--- src/rtl/pipe_stage_reg.sv ---
// Elastic inter-stage register for the MIPS pipeline: NUM_CH channels of DATA_W bits,
// two-entry skid buffer, synchronous flush to a NOP bubble and a saturating stall counter.
module pipe_stage_reg #(
  parameter int DATA_W = 32,
  parameter int NUM_CH = 5,
  parameter int CNT_W  = 16
) (
  input  logic                     clk,
  input  logic                     reset,
  input  logic                     in_valid,
  output logic                     in_ready,
  input  logic [NUM_CH*DATA_W-1:0] in_data,
  output logic                     out_valid,
  input  logic                     out_ready,
  output logic [NUM_CH*DATA_W-1:0] out_data,
  input  logic                     flush,
  output logic [CNT_W-1:0]         stall_cnt,
  output logic [1:0]               dbg_state
);

  // Handshake: a transfer happens on a rising edge where valid & ready are both high;
  // valid never waits on ready, and in_ready is a function of registered state only.
  typedef enum logic [1:0] {
    EMPTY = 2'd0,
    ONE   = 2'd1,
    FULL  = 2'd2
  } state_t;

  state_t                     state_q, state_d;
  logic [NUM_CH*DATA_W-1:0]   main_q, main_d;
  logic [NUM_CH*DATA_W-1:0]   skid_q, skid_d;
  logic [CNT_W-1:0]           cnt_q, cnt_d;
  logic                       accept, pop;

  assign in_ready  = (state_q != FULL);
  assign out_valid = (state_q != EMPTY);
  assign accept    = in_valid & in_ready;
  assign pop       = out_valid & out_ready;
  // An empty slot presents all zeros, which decodes as sll $0,$0,0.
  assign out_data  = out_valid ? main_q : '0;
  assign stall_cnt = cnt_q;
  assign dbg_state = state_q;

  always_comb begin
    state_d = state_q;
    main_d  = main_q;
    skid_d  = skid_q;
    if (flush) begin
      state_d = EMPTY;
      main_d  = '0;
      skid_d  = '0;
    end else begin
      unique case (state_q)
        EMPTY: begin
          if (accept) begin
            state_d = ONE;
            main_d  = in_data;
          end
        end
        ONE: begin
          if (accept && pop) begin
            main_d = in_data;
          end else if (accept) begin
            state_d = FULL;
            skid_d  = in_data;
          end else if (pop) begin
            state_d = EMPTY;
          end
        end
        FULL: begin
          // The skid entry is older than anything upstream, so it moves up on pop.
          if (pop) begin
            state_d = ONE;
            main_d  = skid_q;
          end
        end
        default: state_d = EMPTY;
      endcase
    end
  end

  always_comb begin
    cnt_d = cnt_q;
    if (out_valid && !out_ready && (cnt_q != {CNT_W{1'b1}})) begin
      cnt_d = cnt_q + {{(CNT_W-1){1'b0}}, 1'b1};
    end
  end

  always_ff @(posedge clk or posedge reset) begin
    if (reset) begin
      state_q <= EMPTY;
      main_q  <= '0;
      skid_q  <= '0;
      cnt_q   <= '0;
    end else begin
      state_q <= state_d;
      main_q  <= main_d;
      skid_q  <= skid_d;
      cnt_q   <= cnt_d;
    end
  end

endmodule
--- config.mk ---
export PLATFORM = sky130hd
export DESIGN_NAME = pipe_stage_reg
export DESIGN_NICKNAME = d
export VERILOG_FILES = /design/src/rtl/pipe_stage_reg.sv
export SDC_FILE = /design/constraint.sdc
export NUM_CORES = 1
export LEC_CHECK = 0
export ABC_AREA = 1
export CAP_MARGIN = 20
export CORE_MARGIN = 1.5
export CORE_UTILIZATION = 49
export CTS_BUF_LIST = sky130_fd_sc_hd__clkbuf_4 sky130_fd_sc_hd__clkbuf_8
export DETAILED_ROUTE_END_ITERATION = 10
export GPL_TIMING_DRIVEN = 0
export PLACE_DENSITY_LB_ADDON = 0.12
export SLEW_MARGIN = 30
export SYNTH_ARGS = -nofsm -noshare
export SYNTH_HDL_FRONTEND = slang
export SYNTH_SLANG_ARGS = --single-unit
--- constraint.sdc ---
create_clock -name clk -period 9.9 [get_ports clk]
set_input_delay 1.485 -clock clk [delete_from_list [all_inputs] [get_ports clk]]
set_output_delay 1.485 -clock clk [all_outputs]
set_load 0.01 [all_outputs]
# Word-level counts from Yosys, hierarchy flattened
# Cells that the tools add are included.
word_totals:
  register_bits: 338
  out_inout_bits: 180
classes:
  addsub: 1
  eq_ne: 10
  n_mux: 16
  bitwise: 2
  n_reduce_logical: 12
ops:
  columns: ["op", "n"]
  rows:
  - ["160-bit 2-to-1 mux", 8]
  - ["160-bit case mux with 3 select lines", 1]
  - ["16-bit by 1-bit adder with 16-bit output (second input constant)", 1]
  - ["16-bit != test (second input constant)", 1]
  - ["2-bit 2-to-1 mux", 6]
  - ["3-bit != test (second input constant)", 4]
  - ["4-bit AND reduction", 2]
  - ["2-bit case mux with 3 select lines", 1]
  - ["2-bit nonzero test", 3]
  - ["2-bit != test (second input constant)", 2]
  - ["4-bit != test (second input constant)", 1]
  - ["4-bit nonzero test", 1]
  - ["1-bit logical AND", 3]
  - ["3-bit AND reduction", 1]
  - ["1-bit bitwise AND", 2]
  - ["2-bit by 1-bit equality test with 1-bit output (second input constant)", 1]
  - ["2-bit equality test (second input constant)", 1]
  - ["2-bit zero test", 1]
  - ["1-bit zero test", 1]

# Depth between registers and ports, before layout
logic_depth:
  word_depth: 7
  mapped_depth: 11

# Worst setup path after synthesis
# Ideal clock, no wire load.
synth_path:
  kind: "reg-to-output"
  startpoint: "register state_q[0], in the netlist dbg_state[0]"
  endpoint: "output out_data[100]"
  t_arrival_ps: 1570
  required_time_ps: 8415
  path_slack_ps: 6845
  path_stages_with_launch: 6
  path_cell_list: "dfrtp_1 nor2_1 clkbuf_1 clkbuf_1 clkbuf_1 nor2_1"
synth_between:
  elab_chain_cells: 2
synth_lines:
  columns: ["element", "line_no", "rtl"]
  rows:
  - ["from (decl)", "29", "state_t state_q, state_d;"]
  - ["from (signal assigned)", "96", "state_q <= state_d;"]
  - ["2-bit nonzero test", "36", "assign out_valid = (state_q != EMPTY);"]
  - ["160-bit 2-to-1 mux", "40", "assign out_data = out_valid ? main_q : '0;"]
  - ["to (decl)", "15", "output logic [NUM_CH*DATA_W-1:0] out_data,"]
# No other way between the ends.

# Final worst setup path
layout_path:
  startpoint: "register state_q[0], in the netlist dbg_state[0]"
  endpoint: "output out_data[139]"
# Same word-level chain as after synthesis.

==> impl_metrics.yaml <==
timing:
  fin_crit_sh: 0.4906
  post-route-min-period_ps: 4857
  tightest_slew_ps: 1015
  timing.final.ws_setup_ps: 5043
  maxSlewViolCount: 0
  relSlewSlack: 0.3232
  finalSetupViolCount: 0
  rsz0062_at_grt: "no"
  finalHoldViolations: 0
  skew_ps: 22.69
  fmax_mhz: 205.9
  fin_setup_tns_ps: 0
floorplan:
  die_w_um: 190.6
  die_area_um2: 36320
  rows: 68
  core_um2: 34630
  initial_core_util: 0.4979
  die_h_um: 190.6
  ios: 345
final_layout:
  fin_util: 0.6567
  drive_gt1_frac: 0.05344
  stdcell_count: 3342
  nets: 3008
  nFillCells: 3044
  synthToLayoutAreaGrowth_pct: 31.90
clock_tree:
  cts_hold_buf: 0
  cts.sinks: 338
  ctsRootBufferMaster: "clkbuf_8"
  htreeDepth: 2
  tritoncts: "built"
  insertion_delay_ps: 620
  clk_path_buf_depth: 3
  clk_pin_slew_worst_paths_ps: 60
  numCtsBuffers: 58
  postCtsSetupRepairBufs: 0
  cts_resized: 0
detailed_routing:
  ant_nets: 0
  totalWireLength_mm: 51.41
  first_iter_violations: 981
  drc: 0
  detail_route.wl_per_cell_um: 15.38
  via_per_inst: 5.071
  firstDrtPassIters: 7
  vias: 16947
worst_hold_path:
  min_path_type: "reg2reg"
setup_path:
  path_delay_family: "buffers and inverters"
  start_kind: "flop"
  crit_buf_inv: 4
  worstPathRequired_ps: 8420
  worstSetupPathType: "reg2out"
  reg2reg_setup_slack_ps: 7140
  critPathMaxStageDelay_ps: 520
  arrival_ps: 3370
  path_cells: "nor2_1 > clkbuf_2 > clkbuf_2 > clkbuf_1 > nor2_1 > clkdlybuf4s50_1"
  crit_slowest_cell: "clkdlybuf4s50_1"
  worstSetupEndpointType: "output pin"
  critPathMaxFanout: 10
power:
  power.density_nw_per_um2: 165.4
  worst_ir_drop_vdd_mv: 0.1279
  leakage_nw: 10.81
place:
  place_ws_ps: 5641
  dp.cells: 3237
  place_congestion: 0.8439
  detailed_place_hpwl_mm: 37.26
  port-buffer-count: 343
grt:
  grt_usage: 0.2840
  antenna_found_initial: 5
  grt_pass1_vias: 16176
  grt_pass1_wl_mm: 82.28
  grt.overflow.total: 0
  grt_max_degree: 33
synth:
  syn_inst: 2426
  ys_types: 22
  ys_warn_count: 0
  yosysSeqAreaShare: 0.4906
  synth_seq_cells: 338
  synth.avg_cell_area_um2: 7.106
  synth_nets: 2592
  synthesis.area_um2: 17240
flow_run:
  cap_violations: 0
run_status:
  status: "finished, final reports clean"
Yosys cell counts:
library cell | number | share of area
nor3_1 | 1 | 0.00029
buf_1 | 16 | 0.0035
o21ai_0 | 163 | 0.047
xor2_1 | 4 | 0.0020
clkinv_1 | 1 | 0.00022
nor2_2 | 2 | 0.00073
inv_2 | 3 | 0.00065
o31ai_1 | 1 | 0.00044
nand2_2 | 2 | 0.00073
a21oi_1 | 161 | 0.047
buf_2 | 30 | 0.0087
nand3_1 | 331 | 0.096
nand2_1 | 716 | 0.16
nand4_1 | 5 | 0.0018
dfrtp_1 | 338 | 0.49
clkbuf_1 | 130 | 0.028
inv_1 | 335 | 0.073
o211ai_2 | 1 | 0.00073
xnor2_1 | 4 | 0.0020
nor2_1 | 179 | 0.039
ha_1 | 1 | 0.00073
o21ai_1 | 2 | 0.00058
tightest hold or removal path, cell delays in order (launching register included):
cell,delay (ps)
dfrtp_1,340
nand2_1,50
nand2_1,40
layer usage:
layer | global-route usage | wire [um] | vias to the layer above
li1 | - | - | 8357
met1 | 0.3659 | 21780 | 7868
met2 | 0.4648 | 24080 | 613
met3 | 0.06423 | 3970 | 107
met4 | 0.1114 | 1564 | 2
met5 | 0 | 13 | -
area by class of cell:
class | count | area, um2 | area share
sequential | 338 | 8458 | 0.3719
tap | 455 | 569.3 | 0.02503
multi-input combinational | 1573 | 6812 | 0.2995
buffer | 176 | 700.7 | 0.03081
timing repair buffer | 356 | 3709 | 0.1631
clock buffer | 96 | 1184 | 0.05205
inverter | 339 | 1276 | 0.05612
antenna | 5 | 12.51 | 0.0005502
clock inverter | 4 | 20.02 | 0.0008803
stage by stage:
stage               hold slack (ps)  area [um2]  total power (W)
finish                        465.7       22740         0.003762
floorplan                     441.9       17240         0.002084
global placement              453.8       21250         0.002437
CTS                           472.2       22730         0.003789
global route                  483.9       22740         0.003964
detailed placement            458.1       21520         0.002468
worst paths after layout:
check | from | to | cells past startpoint
max in group asynchronous | reset | main_q[84] | 6
worst min-delay path | main_q[88] | main_q[88] | 2
min in group asynchronous | reset | main_q[14] | 2
worst max-delay path | dbg_state[0] | out_data[139] | 6
worst max register to register | dbg_state[1] | main_q[55] | 8
worst min register to register | main_q[88] | main_q[88] | 2
placed cells by master, fill, tap and decap left out, drive strengths merged:
cell type / count
a21oi: 161
buf: 59
clkbuf: 226
clkdlybuf4s50: 343
clkinv: 5
clkinvlp: 1
dfrtp: 338
diode: 5
ha: 1
inv: 337
nand2: 718
nand3: 331
nand4: 5
nor2: 181
nor3: 1
o211ai: 1
o21ai: 165
o31ai: 1
xnor2: 4
xor2: 4
kinds of logic after synthesis:
| family | synth area share |
|---|---|
| AND/OR/NAND/NOR | 0.2945 |
| AO/OA/AOI/OAI | 0.09580 |
| flip-flops | 0.4906 |
| adder cells (fa/ha/maj) | 0.0007256 |
| buffers and inverters | 0.1143 |
| XOR/XNOR | 0.004064 |
registers in the layout, indices dropped and copies added, names as in the netlist:
name       cells
main_q       160
skid_q       160
stall_cnt     16
dbg_state      2
power by group:
group	switching [W]	total, W	leakage [nW]	internal, W
Combinational	0.000475	0.000815	5.75	0.000341
Sequential	0.0000942	0.00163	4.40	0.00154
Clock	0.000568	0.00131	0.649	0.000744
Total	0.00114	0.00376	10.8	0.00262
Power figures use the tool's default switching activity.
